--- config.mk ---
export PLATFORM = sky130hd
export DESIGN_NAME = fproc_meas_responder
export DESIGN_NICKNAME = d
export VERILOG_FILES = /design/src/rtl/fproc_meas_responder.sv
export SDC_FILE = /design/constraint.sdc
export NUM_CORES = 1
export LEC_CHECK = 0
export BUFFER_PORTS_ARGS = -buffer_cell sky130_fd_sc_hd__buf_2
export CORE_MARGIN = 5
export CORE_UTILIZATION = 51
export CTS_CLUSTER_SIZE = 25
export DETAILED_ROUTE_END_ITERATION = 8
export PLACE_DENSITY = 0.84
export SLEW_MARGIN = 0
export SYNTH_ARGS = -nofsm -noshare
export SYNTH_HDL_FRONTEND = slang
export SYNTH_SLANG_ARGS = --single-unit
--- constraint.sdc ---
create_clock -name clk -period 2.9 [get_ports clk]
set_input_delay 0.58 -clock clk [delete_from_list [all_inputs] [get_ports clk]]
set_output_delay 0.58 -clock clk [all_outputs]
set_load 0.05 [all_outputs]
--- src/rtl/fproc_meas_responder.sv ---
// Core-side fproc responder: latches per-channel measurement bits and answers
// each request with a registered data word and a one-cycle fproc_ready pulse.
module fproc_meas_responder #(
    parameter int N_MEAS         = 8,
    parameter int ID_WIDTH       = 8,
    parameter int DATA_WIDTH     = 32,
    parameter int TIMEOUT_CYCLES = 1024,
    parameter int CNT_WIDTH      = 16
) (
    input  logic                  clk,
    input  logic                  reset,
    input  logic [ID_WIDTH-1:0]   fproc_id,
    input  logic                  fproc_enable,
    output logic                  fproc_ready,
    output logic [DATA_WIDTH-1:0] fproc_data,
    input  logic [N_MEAS-1:0]     meas,
    input  logic [N_MEAS-1:0]     meas_valid,
    output logic                  busy,
    output logic                  timeout_err
);

    // Handshake: fproc_enable is a one-cycle request strobe accepted only in
    // IDLE; fproc_ready is a one-cycle response strobe with fproc_data valid in
    // that same cycle. Strobes arriving while busy are dropped, not queued.

    localparam int CH_W = ID_WIDTH - 1;

    localparam logic [1:0] S_IDLE    = 2'd0;
    localparam logic [1:0] S_WAIT    = 2'd1;
    localparam logic [1:0] S_RESPOND = 2'd2;

    logic [1:0]            state_q, state_d;
    logic [CH_W-1:0]       ch_q, ch_d;
    logic [CNT_WIDTH-1:0]  cnt_q, cnt_d;
    logic [DATA_WIDTH-1:0] data_q, data_d;
    logic [N_MEAS-1:0]     lat_q, lat_d;
    logic [N_MEAS-1:0]     fresh_q, fresh_d;
    logic                  terr_q, terr_d;

    logic [CH_W-1:0]   sel_ch;
    logic [N_MEAS-1:0] sel_oh;
    logic              sel_ok, sel_lat, sel_fresh, sel_mv, sel_meas;
    logic              consume;

    function automatic logic [DATA_WIDTH-1:0] pack_resp(
        input logic b, input logic f, input logic inv, input logic to);
        logic [DATA_WIDTH-1:0] r;
        r = '0;
        r[0] = b;
        r[1] = f;
        r[2] = inv;
        r[DATA_WIDTH-1] = to;
        return r;
    endfunction

    // In IDLE the channel comes straight from the request; while waiting it is the captured one.
    always_comb begin
        sel_ch = (state_q == S_IDLE) ? fproc_id[CH_W-1:0] : ch_q;
        sel_oh = '0;
        for (int i = 0; i < N_MEAS; i++) begin
            if (sel_ch == CH_W'(i)) sel_oh[i] = 1'b1;
        end
        sel_ok    = |sel_oh;
        sel_lat   = |(lat_q & sel_oh);
        sel_fresh = |(fresh_q & sel_oh);
        sel_mv    = |(meas_valid & sel_oh);
        sel_meas  = |(meas & sel_oh);
    end

    always_comb begin
        state_d = state_q;
        ch_d    = ch_q;
        cnt_d   = cnt_q;
        data_d  = data_q;
        terr_d  = terr_q;
        consume = 1'b0;
        lat_d   = (lat_q & ~meas_valid) | (meas & meas_valid);
        fresh_d = fresh_q | meas_valid;

        case (state_q)
            S_IDLE: begin
                if (fproc_enable) begin
                    ch_d = fproc_id[CH_W-1:0];
                    if (!sel_ok) begin
                        data_d  = pack_resp(1'b0, 1'b0, 1'b1, 1'b0);
                        state_d = S_RESPOND;
                    end else if (!fproc_id[ID_WIDTH-1] || sel_fresh || sel_mv) begin
                        data_d  = pack_resp(sel_mv ? sel_meas : sel_lat,
                                            sel_fresh | sel_mv, 1'b0, 1'b0);
                        consume = 1'b1;
                        state_d = S_RESPOND;
                    end else begin
                        cnt_d   = '0;
                        state_d = S_WAIT;
                    end
                end
            end
            S_WAIT: begin
                cnt_d = cnt_q + 1'b1;
                // A valid on the final wait cycle beats the timeout.
                if (sel_mv) begin
                    data_d  = pack_resp(sel_meas, 1'b1, 1'b0, 1'b0);
                    consume = 1'b1;
                    state_d = S_RESPOND;
                end else if (cnt_q == CNT_WIDTH'(TIMEOUT_CYCLES - 1)) begin
                    data_d  = pack_resp(sel_lat, sel_fresh, 1'b0, 1'b1);
                    terr_d  = 1'b1;
                    state_d = S_RESPOND;
                end
            end
            S_RESPOND: state_d = S_IDLE;
            default:   state_d = S_IDLE;
        endcase

        if (consume) fresh_d = fresh_d & ~sel_oh;
    end

    always_ff @(posedge clk or posedge reset) begin
        if (reset) begin
            state_q <= S_IDLE;
            ch_q    <= '0;
            cnt_q   <= '0;
            data_q  <= '0;
            lat_q   <= '0;
            fresh_q <= '0;
            terr_q  <= 1'b0;
        end else begin
            state_q <= state_d;
            ch_q    <= ch_d;
            cnt_q   <= cnt_d;
            data_q  <= data_d;
            lat_q   <= lat_d;
            fresh_q <= fresh_d;
            terr_q  <= terr_d;
        end
    end

    assign fproc_ready = (state_q == S_RESPOND);
    assign busy        = (state_q != S_IDLE);
    assign fproc_data  = data_q;
    assign timeout_err = terr_q;

endmodule

Word-level counts from Yosys, hierarchy flattened
Index checks and enable logic that the tools add are counted.
{ "word_totals": {"register_bits": 74, "input_bits": 27, "out_inout_bits": 35, "wordCells": 85} }
{ "classes": {"addsub": 1, "eq_ne": 15, "muxes": 32, "bitwise": 13, "n_reduce_logical": 17} }
{ "ops": {"columns": ["cell", "n"], "rows": [
  ["$mux W32", 5],
  ["$pmux W32 S2", 1],
  ["$and A8 B8 Y8", 7],
  ["$mux W16", 3],
  ["$reduce_or A8 Y1", 5],
  ["$pmux W16 S2", 1],
  ["$eq A7 B3 Y1 const B", 4],
  ["$add A16 B1 Y16 const B", 1],
  ["$eq A16 B10 Y1 const B", 1],
  ["$not A8 Y8", 2],
  ["$or A8 B8 Y8", 2],
  ["$eq A7 B2 Y1 const B", 2],
  ["$mux W1", 13],
  ["$mux W2", 5],
  ["$mux W8", 1],
  ["$reduce_and A4 Y1", 2],
  ["$eq A7 B1 Y1 const B", 1],
  ["$logic_not A7 Y1", 1],
  ["$mux W7", 1],
  ["$ne A2 B2 Y1 const B", 3],
  ["$pmux W2 S2", 1],
  ["$reduce_and A2 Y1", 2],
  ["$reduce_bool A2 Y1", 2],
  ["$ne A3 B2 Y1 const B", 1],
  ["other kinds (10)", 11]
]} }

Depth between registers and ports, before layout
Gate-level depths: netlist of the first run.
{ "logic_depth": {"ltp_word": 13, "ltp_mapped": 12, "depth_no_buf": 9} }

Worst setup path before layout of the first run
Ideal clock, no wire load.
{ "synth_path": {"path_kind": "input to register", "from": "in fproc_id[0]", "to": "reg data_q[0], in the netlist fproc_data[0]", "setup_time_ns": 0.128, "arrival_ns": 2.577, "required_ns": 2.772, "path_slack_ns": 0.196, "stages": 9, "n_path_buf": 1, "cell_sequence": "or4_1 -> o31ai_1 -> a21boi_2 -> a22o_2 -> nor4_4 -> buf_2 -> a311oi_2 -> o21ai_2 -> mux2_1"} }
{ "synth_via": {"elab_chain_len": 10, "word_cells_on_any_way": 38, "cone_classes": "9 x eq/ne; 16 x mux; 4 x bitwise; 9 x reduce/logical"} }
{ "synth_rtl": {"columns": ["item", "line_no", "text"], "rows": [
  ["from (decl)", "12", "input logic [ID_WIDTH-1:0] fproc_id,"],
  ["$mux W7 *", "58", "sel_ch = (state_q == S_IDLE) ? fproc_id[CH_W-1:0] : ch_q;"],
  ["$eq A7 B1 Y1 (tied with other cells)", "61", "if (sel_ch == CH_W'(i)) sel_oh[i] = 1'b1;"],
  ["$mux W1", "61", null],
  ["$and A8 B8 Y8 (on tied branches)", "64, 66, 67", null],
  ["$reduce_or A8 Y1 (on tied branches)", "64, 66, 67", null],
  ["$mux W1", "88", "data_d = pack_resp(sel_mv ? sel_meas : sel_lat,"],
  ["$mux W32", "87", "end else if (!fproc_id[ID_WIDTH-1] || sel_fresh || sel_mv) begin"],
  ["$mux W32", "84", "if (!sel_ok) begin"],
  ["$mux W32", "82", "if (fproc_enable) begin"],
  ["$pmux W32 S2", "80", "case (state_q)"],
  ["to (signal assigned)", "131", "data_q <= data_d;"],
  ["to (decl)", "35", "logic [DATA_WIDTH-1:0] data_q, data_d;"]
]} }
Every way passes the cells marked *; elsewhere a longest branch is shown, timed or not. The select of a mux whose other input is x is not followed.
A chain may end at the register's enable or synchronous reset.

Worst setup path after layout of the first run
{ "layout_path": {"from": "reg state_q[1]", "to": "reg cnt_q[12]"} }
{ "layout_via": {"elab_chain_len": 10, "word_cells_on_any_way": 32, "cone_classes": "11 x eq/ne; 10 x mux; 2 x bitwise; 9 x reduce/logical"} }
{ "layout_rtl": {"columns": ["item", "line_no", "text"], "rows": [
  ["from (decl)", "32", "logic [1:0] state_q, state_d;"],
  ["from (signal assigned)", "128", "state_q <= state_d;"],
  ["$logic_not A2 Y1", "58, 80", null],
  ["$mux W7", "58", null],
  ["$eq A7 B1 Y1 (tied with other cells)", "61", null],
  ["$mux W1", "61", null],
  ["$and A8 B8 Y8", "65", "sel_fresh = |(fresh_q & sel_oh);"],
  ["$reduce_or A8 Y1", "65", null],
  ["$logic_or A1 B1 Y1 (2 in a row)", "87", null],
  ["$ne A2 B2 Y1 (no line)", null, null],
  ["$reduce_and A4 Y1 (no line)", null, null],
  ["to (signal assigned)", "130", "cnt_q <= cnt_d;"],
  ["to (decl)", "34", "logic [CNT_WIDTH-1:0] cnt_q, cnt_d;"]
]} }
Several ways; a longest one is shown, not always the timed one.

==> results.md, run 1 <==
* Status: finished, final reports clean
* CTS max path bufs at 2
* Count of state elements after synthesis at 46
* Sw Ratio at 0.350
* DRT antenna net count at 0
* Clk pin slew, worst setup/hold paths at 0.09 ns
* Max FO, Critical Path at 23
* Net Sw Power at 615 uW
* Fmax at 0.353 GHz
* Synth async-reset ratio at 1.00
* Chip Width at 83.0 um
* Number of distinct library cells after synthesis at 55
* Placed cell area at 0.00292 mm^2
* Worst vdd rail ir drop at 0.303 mV
* Post-synth EDFFs at 0
* Synth top area share at 0.424
* Clock skew at 0.0157 ns
* HP Class: input pin to asynchronous set/reset pin
* Crit Path Class: register to register
* DPL Wire Length at 4410 um
* Combinational power share at 0.283
* Worst EP arrival at 3.07 ns
* Finish-stage setup viols at 0
* DR WL/cell at 15.5 um
* Endpoints failing hold at 0
* Die Y-Extent at 83.0 um
* Worst skew pair latency at 0.30 ns
* Top-count cell post-synth: dfrtp_1
* Fin. max-slew vios at 0
* CP endpoint kind: register
* Number of global-route vias before repair at 2240
* Max-cap check violation count at 0
* CTS tree: yes
* Top post-synthesis cells by area: dfrtp_1, buf_4, mux2_2
* CP max-delay cell: or4_1
* DR DRC count at 0
* GP Congestion at 0.838
* Layout Nets at 351
* Top cells by count, synth: dfrtp_1, buf_4, a21oi_1
* Critical path buffers and inverters at 2
* Post-Layout Inst Area at 0.00316 mm^2
* CP max stage delay at 0.48 ns
* Port-buffer cells at 33
* Internal Power at 1140 uW
* Via count at 2272
* Worst path cell trace: nor2_4 -> inv_2 -> a31oi_4 -> a21oi_1 -> a22o_1 -> nor4_4 -> a41oi_2 -> buf_12 -> or4_1 -> a21oi_1
* Initial antenna violation count at 0
* Post-synthesis area per instance at 10.0 um^2
* Clock share of power at 0.274
* Pwr dens at 556 mW/mm^2
* Initial Util at 0.528
* Root Buffer: clkbuf_8
* Max-slew headroom at 0.619
* Least-Margin Pin Slew at 0.572 ns
* Tmin final at 2.83 ns
* Total track usage at 0.172
* Synthesis warning total at 0
* Total die area at 0.00689 mm^2
* Via/cell ratio at 5.77
* First-pass detailed-route iteration total at 4
* H-Tree Depth at 2
* Worst Path Required at 3.13 ns
* Most frequent cell on the critical path: a21oi_1
* Std-Cell Rows at 26
* Share of layout cells above drive strength 1 at 0.327
* Worst setup SP type: register
* Static leakage at 0.00135 uW
* Initial DRC Count at 151
* Clock sinks at 46
* Yosys top cell by area: dfrtp_1
* Sequential power share at 0.443
* Core area at 0.00514 mm^2
* Largest net degree at the start of global routing at 47
* Fin crit share at 0.977
* Crit path max-delay family: simple AND/OR/NAND/NOR gates
* Fin Setup TNS at 0 ns
* Worst slack, placed at -0.160 ns
* IO Pins at 62
* Post-Synthesis Cells at 271
* Predominant post-synthesis flop cell: dfrtp_1
* Layout area overhead at 16.2%
* N_diodes at 0
* Sequential area share after synthesis at 0.424
* CTS buffer count at 5
* Final wirelength at 6090 um
* GRT Residual Overflow at 0
* Global-route wire length before repair at 10000 um
* Synthesized area at 0.00272 mm^2
* Setup WS post-layout at 0.0677 ns
-- power by group through the flow --
stage               Clock [uW]  Sequential [uW]  Combinational (uW)
CTS                        487              772                 452
detailed placement           0              784                 450
global route               512              788                 534
floorplan                    0              813                 338
global placement             0              780                 436
finish                     481              778                 497
-- stage by stage --
stage                     total power (uW)  instances  hold WS (ns)  utilization
final                                 1760        394         0.410        0.614
after global routing                  1830        394         0.470        0.614
after CTS                             1710        387         0.433        0.590
after detailed placement              1230        379         0.476        0.568
after global placement                1220        379         0.460        0.568
after floorplan                       1150        298         0.481            -
-- timing repair --
| action | 4_1_cts | 5_1_grt |
|---|---|---|
| setup endpoints to repair | 13 | 16 |
| hold endpoints to repair | 0 | 0 |
| hold buffers | 0 | 0 |
| pin swaps | 0 | 3 |
| resized for setup | 1 | 15 |
| buffers inserted | 0 | 7 |
-- area by class of cell --
class | count | area, um^2
clock buffer | 6 | 72.6
clock inverter | 2 | 37.5
fill | 406 | 1980
inverter | 7 | 26.3
multi-input combinational | 207 | 1420
sequential | 46 | 1150
tap | 70 | 87.6
timing repair buffer | 56 | 358
-- per-layer routing --
metal  global-route usage  wire length, um  vias to the layer above
met5                    0                0                        -
met4               0.0669              139                        0
met3               0.0396              454                       17
met2                0.284             2860                       94
met1                0.218             2640                     1104
li1                     -                -                     1057
-- layout by cell type, fill, tap and decap left out, types with 6 or more instances in the layout --
| master | instances |
|---|---|
| dfrtp_1 | 46 |
| buf_2 | 33 |
| conb_1 | 28 |
| a21oi_1 | 23 |
| buf_4 | 20 |
| nand2_1 | 16 |
| nor2_1 | 15 |
| mux2_2 | 14 |
| or4_1 | 9 |
| nand3_1 | 8 |
| a22oi_1 | 8 |
| o21ai_0 | 7 |
| o31ai_1 | 7 |
| or3_1 | 6 |
-- cell families (layout without fill, tap and decap cells) --
| family | count (synthesis) | in the layout | synth area share |
|---|---|---|---|
| buffers and inverters | 45 | 71 | 0.115 |
| muxes | 17 | 17 | 0.0705 |
| and+or+nand+nor | 84 | 84 | 0.187 |
| DFF | 46 | 46 | 0.424 |
| AOI/OAI and AO/OA | 77 | 77 | 0.199 |
| other | 1 | 28 | 0.00138 |
| adders and majority gates | 1 | 1 | 0.00461 |
-- final timing paths --
kind / startpoint / to / slack [ns] / cells after the start
hold reg to reg: fproc_data[0] / fproc_data[0] / 0.49 / 1
hold / removal: reset / cnt_q[6] / 0.41 / 3
setup reg to reg: state_q[1] / cnt_q[12] / 0.07 / 10
min in group clk: fproc_data[0] / fproc_data[0] / 0.49 / 1
setup / recovery: state_q[1] / cnt_q[12] / 0.07 / 10
max in group asynchronous: reset / cnt_q[3] / 2.10 / 3
-- worst reg2reg max path: stages (launching register included) --
cell and delay [ns]:
dfrtp_1 0.43, nor2_4 0.17, inv_2 0.12, a31oi_4 0.22, a21oi_1 0.09, a22o_1 0.28, nor4_4 0.41, a41oi_2 0.20
buf_12 0.19, or4_1 0.48, a21oi_1 0.16
(Power assumes the default switching activity.)
==> inputs of run 2 (changes only) <==
--- a/config.mk
+++ b/config.mk
@@ -11,6 +11,7 @@
 export CTS_CLUSTER_SIZE = 25
 export DETAILED_ROUTE_END_ITERATION = 8
 export PLACE_DENSITY = 0.84
+export RECOVER_POWER = 50
 export SLEW_MARGIN = 0
 export SYNTH_ARGS = -nofsm -noshare
 export SYNTH_HDL_FRONTEND = slang
==> run 2 against run 1 <==
Clock power about the same. Routed wire length about the same. Register-to-register slack about the same. Final cell count unchanged. Critical path depth unchanged. Utilization decreased by 0.24 points. Sequential share of layout area increased by 0.15 points. First-iteration DRC count increased by 4.0%. Non-clock buffer count unchanged. Power decreased by 0.10%. Clock skew about the same. Sequential power about the same. Highest routed layer unchanged.
==> results.md, run 2 (synthesized netlist as in run 1, its figures left out) <==
* CTS tree: yes
* Max-cap check violation count at 0
* HP Class: register to register
* GRT Residual Overflow at 0
* Worst EP arrival at 3.07 ns
* Initial antenna violation count at 0
* M1 wire length at 2630 um
* Fin crit share at 0.977
* CP endpoint kind: register
* Most frequent cells in the layout: dfrtp_1, conb_1, buf_2
* Worst setup startpoint: state_q[1]
* Top routing layer used: met4
* Total die area at 0.00689 mm^2
* Hold Path Stages at 1
* CTS buffer count at 5
* Worst Path Required at 3.14 ns
* Global-route wire length before repair at 10000 um
* DR DRC count at 0
* Share of layout cells above drive strength 1 at 0.302
* Std-Cell Rows at 26
* Metal2 WL at 2870 um
* Max FO, Critical Path at 23
* Least-Margin Pin Slew at 1.12 ns
* Hold path startpoint: fproc_data[0]
* Reg2reg path depth at 10
* Pwr dens at 558 mW/mm^2
* Tmin final at 2.83 ns
* Commonest non-fill, non-tap cell in the layout: dfrtp_1
* Filler Cell Count at 412
* Largest net degree at the start of global routing at 47
* Final hold slack at 0.491 ns
* Crit Path Class: register to register
* Number of global-route vias before repair at 2240
* Worst skew pair latency at 0.30 ns
* Fin util at 0.612
* Port-buffer cells at 33
* Initial DRC Count at 157
* Status: finished, final reports clean
* DRT antenna net count at 0
* Endpoints failing hold at 0
* GP Congestion at 0.838
* Via/cell ratio at 5.74
* DR WL met3 at 448 um
* Finish-stage setup viols at 0
* Final wirelength at 6100 um
* Fin. max-slew vios at 0
* N_diodes at 0
* Fmax at 0.353 GHz
* DPL Wire Length at 4410 um
* IO Pins at 62
* Max-slew headroom at 0.251
* Chip Width at 83.0 um
* Total track usage at 0.172
* Worst setup SP type: register
* Clk pin slew, worst setup/hold paths at 0.09 ns
* Layout Nets at 351
* CTS max path bufs at 2
* Root Buffer: clkbuf_8
* Clock skew at 0.0159 ns
* Fin Setup TNS at 0 ns
* Core area at 0.00514 mm^2
* Static leakage at 0.00133 uW
* Worst vdd rail ir drop at 0.303 mV
* First-pass detailed-route iteration total at 4
* Layout area overhead at 15.8%
* Initial Util at 0.528
* DR WL/cell at 15.5 um
* FF-to-FF Start: state_q[1]
* Die Y-Extent at 83.0 um
* H-Tree Depth at 2
* Via count at 2260
* Clock sinks at 46
## run 2: final cells by class
type                    instances  area [um^2]  area share
clock inverters                 2         37.5      0.0119
clock buffers                   6         72.6      0.0231
multi-input cells             207         1420       0.453
flip-flops and latches         46         1150       0.366
well taps                      70         87.6      0.0279
inverters                       7         26.3     0.00836
repair buffers                 56          345       0.110
## run 2: worst paths after layout
kind,slack [ns],to
min,0.49,fproc_data[0]
max in group asynchronous,1.59,asynchronous set/reset pin
min in group asynchronous,0.62,cnt_q[6]
max,0.07,cnt_q[12]
max reg2reg,0.07,cnt_q[12]
min reg2reg,0.49,fproc_data[0]
## run 2: metrics by stage
stage / cells / cell area [um^2] / total power [uW] / worst slack (ns)
6_report: 394 / 3140 / 1750 / 0.0664
5_1_grt: 394 / 3140 / 1830 / -0.0159
4_1_cts: 387 / 3030 / 1710 / 0.00969
3_5_place_dp: 379 / 2920 / 1230 / -0.160
3_3_place_gp: 379 / 2920 / 1220 / -0.0654
2_1_floorplan: 298 / 2820 / 1150 / 0.196
## run 2: timing repair
| item | 4_1_cts | 5_1_grt |
|---|---|---|
| gates resized for setup | 1 | 15 |
| hold buffers | 0 | 0 |
| buffers inserted | 0 | 7 |
| endpoints found under the setup margin | 13 | 16 |
| pin swaps | 0 | 3 |
## run 2: critical path, stage by stage, from the launching register on
cell	delay [ns]
dfrtp_1	0.43
nor2_4	0.17
inv_2	0.12
a31oi_4	0.22
a21oi_1	0.09
a22o_1	0.28
nor4_4	0.41
a41oi_2	0.20
buf_12	0.19
or4_1	0.48
a21oi_1	0.16
## run 2: metal layers
layer  up-vias  GRT usage
met4         0     0.0669
met1      1097      0.218
li1       1057          -
met5         -          0
met2        89      0.284
met3        17     0.0396
## run 2: power by group
| group | total [uW] | switching (uW) | internal, uW |
|---|---|---|---|
| clock | 481 | 224 | 257 |
| combinational | 495 | 326 | 169 |
| sequential | 778 | 66.0 | 712 |
==> inputs of run 3 (changes only) <==
--- a/config.mk
+++ b/config.mk
@@ -5,12 +5,14 @@
 export SDC_FILE = /design/constraint.sdc
 export NUM_CORES = 1
 export LEC_CHECK = 0
+export ABC_AREA = 1
+export ABC_CLOCK_PERIOD_IN_PS = 2900
 export BUFFER_PORTS_ARGS = -buffer_cell sky130_fd_sc_hd__buf_2
 export CORE_MARGIN = 5
 export CORE_UTILIZATION = 51
 export CTS_CLUSTER_SIZE = 25
 export DETAILED_ROUTE_END_ITERATION = 8
-export PLACE_DENSITY = 0.84
+export PLACE_DENSITY = 0.83
 export RECOVER_POWER = 50
 export SLEW_MARGIN = 0
 export SYNTH_ARGS = -nofsm -noshare
==> run 3 against run 2 <==
The run now ends with max-capacitance violations, max-slew violations left. Routed wire length up 18%. Critical path depth up 3. Clock skew down 0.0077 ns. Sequential share of layout area down 2.5 points. Non-clock buffer count down 20. Register-to-register slack better by 0.30 ns. Highest routed layer unchanged.
==> results.md, run 3 <==
* Yosys top cell by area: dfrtp_1
* Post-synthesis area per instance at 6.99 um^2
* Top cells by count, synth: nand2_1, nand3_1, dfrtp_1
* Static leakage at 0.00177 uW
* Clk pin slew, worst setup/hold paths at 0.09 ns
* Root Buffer: clkbuf_8
* Finish-stage setup viols at 0
* Number of distinct library cells after synthesis at 32
* CTS tree: yes
* Worst Path Required at 3.09 ns
* Layout area overhead at 8.27%
* CTS buffer count at 5
* Hold path startpoint: timeout_err
* Layout Nets at 509
* Fin crit share at 0.874
* Max FO, Critical Path at 13
* HP Class: register to register
* Synth async-reset ratio at 1.00
* Least-Margin Pin Slew at 1.77 ns
* Worst setup SP type: register
* Post-CTS Setup Inserts at 0
* CP endpoint kind: register
* Pwr dens at 819 mW/mm^2
* GRT Residual Overflow at 0
* Clock sinks at 46
* Hold endpoint: timeout_err
* Global-route wire length before repair at 12300 um
* DRT antenna net count at 0
* Failing checks: max-capacitance violations, max-slew violations
* Clock skew at 0.00817 ns
* Worst vdd rail ir drop at 0.468 mV
* Chip Width at 88.2 um
* Post-Synthesis Cells at 446
* Worst slack, placed at 0.384 ns
* Via count at 2855
* Status: finished, violations left
* First-pass detailed-route iteration total at 5
* Post-synth EDFFs at 0
* Synth top area share at 0.369
* Hold_buf cts at 0
* Largest net degree at the start of global routing at 47
* Most frequent cells in the layout: nand2_1, nand3_1, dfrtp_1
* Setup WS post-layout at 0.366 ns
* Initial antenna violation count at 0
* Core area at 0.00592 mm^2
* Register Area at 0.00115 mm^2
* Max-slew headroom at -0.180
* Synth Area in XOR/XNOR at 0.00843
* Die Y-Extent at 88.2 um
* Number of global-route vias before repair at 2780
* Commonest non-fill, non-tap cell in the layout: nand2_1
* Count of state elements after synthesis at 46
* Via/cell ratio at 5.13
* Max-cap check violation count at 1
* DR WL/cell at 12.9 um
* Port-buffer cells at 33
* Std-Cell Rows at 28
* Share of layout cells above drive strength 1 at 0.178
* DPL Wire Length at 5380 um
* Synth Area in Compound Gates at 0.0558
* Total die area at 0.00777 mm^2
* Synthesis warning total at 0
* GP Congestion at 0.905
* Worst skew pair latency at 0.30 ns
* RSZ-0062 raised after global routing: false
* Initial Util at 0.526
* H-Tree Depth at 2
* Total track usage at 0.198
* Top-count cell post-synth: nand2_1
* Tmin final at 2.53 ns
* Worst EP arrival at 2.72 ns
* N_diodes at 0
* Top post-synthesis cells by area: dfrtp_1, nand2_1, nand3_1
* Reg2reg path depth at 13
* R2r setup slk at 0.37 ns
* Crit Path Class: register to register
* Synth Area in Simple Gates at 0.412
* Post-Synth Adder-Cell Area at 0.00401
* Initial DRC Count at 115
* FF-to-FF Start: state_q[0]
* Multi-input combinational cell area at 0.00165 mm^2
* Mux cell area share after synthesis at 0.0145
* Hold Path Stages at 2
* Post-cts resize count at 0
* IO Pins at 62
* Endpoints failing hold at 0
* Filler Cell Count at 561
* Fin. max-slew vios at 47
* Predominant post-synthesis flop cell: dfrtp_1
* DR DRC count at 0
* Final wirelength at 7210 um
* Reg-to-reg endpoint: fresh_q[3]
* Sequential area share after synthesis at 0.369
* Design Power at 2760 uW
* Main combinational cell family by area after synthesis: simple AND/OR/NAND/NOR gates
* CTS max path bufs at 2
* Fmax at 0.395 GHz
* Synthesized area at 0.00312 mm^2
* Fin Setup TNS at 0 ns
run 3: cell count changes after synthesis, sizes merged, moves of 8 or more:
cell	delta
or4	-11
a22oi	-8
o21ai	+13
inv	+37
or2	+12
nor2	+30
o31ai	-8
nand2	+144
mux2	-13
a21oi	-24
nand3	+40
run 3: layout make-up:
type,instances,area share
clock buffers,5,0.0204
clock inverters,3,0.0204
inverters,44,0.0489
multi-input cells,348,0.488
flip-flops and latches,46,0.341
well taps,75,0.0278
repair buffers,36,0.0530
run 3: cells by family after synthesis:
group / after synthesis
buf+inv: 79
mux: 4
fa+ha+maj: 1
simple gates: 284
xor+xnor: 3
compound gates: 28
flops: 46
other cells: 1
run 3: worst max-delay path by stage:
| stage | startpoint | endpoint | cells past startpoint | slack [ns] |
|---|---|---|---|---|
| 2_1_floorplan | state_q[1] | cnt_q[6] | 15 | 0.79 |
| 3_3_place_gp | fproc_id[4] | fresh_q[1] | 13 | 0.46 |
| 3_5_place_dp | fproc_id[5] | fresh_q[3] | 13 | 0.38 |
| 4_1_cts | state_q[0] | fresh_q[3] | 13 | 0.41 |
| 5_1_grt | state_q[1] | fresh_q[7] | 13 | 0.18 |
| 6_report | state_q[0] | fresh_q[3] | 13 | 0.37 |
run 3: critical path: stages, from the launching register on:
cell and delay (ns):
dfrtp_1 0.45, inv_2 0.11, nand2_2 0.12, nand3_1 0.11, nand2_2 0.16, buf_4 0.23, nand3_1 0.08, nand2_1 0.06
nor2_1 0.22, nand3_2 0.17, o21bai_4 0.31, nand2_2 0.22, nand2_1 0.11, nand2_1 0.07
run 3: per-stage QoR:
stage	hold WS [ns]	util	instance area (um^2)	std cells
after floorplan	0.450	-	3220	473
after global placement	0.441	0.548	3250	549
after detailed placement	0.452	0.548	3250	549
after CTS	0.473	0.571	3380	557
after global routing	0.501	0.570	3370	557
final	0.468	0.570	3370	557
run 3: metal layers:
layer	vias up	track usage	wire length [um]
li1	1420	-	-
met3	11	0.0357	434
met4	0	0.0673	93
met5	-	0	0
met2	111	0.343	3620
met1	1313	0.247	3060
run 3: power breakdown:
| part | leakage [uW] | total, uW | internal [uW] | switching (uW) |
|---|---|---|---|---|
| clock | 0.0000683 | 576 | 345 | 231 |
| combinational | 0.00114 | 1210 | 340 | 871 |
| sequential | 0.000555 | 976 | 818 | 158 |
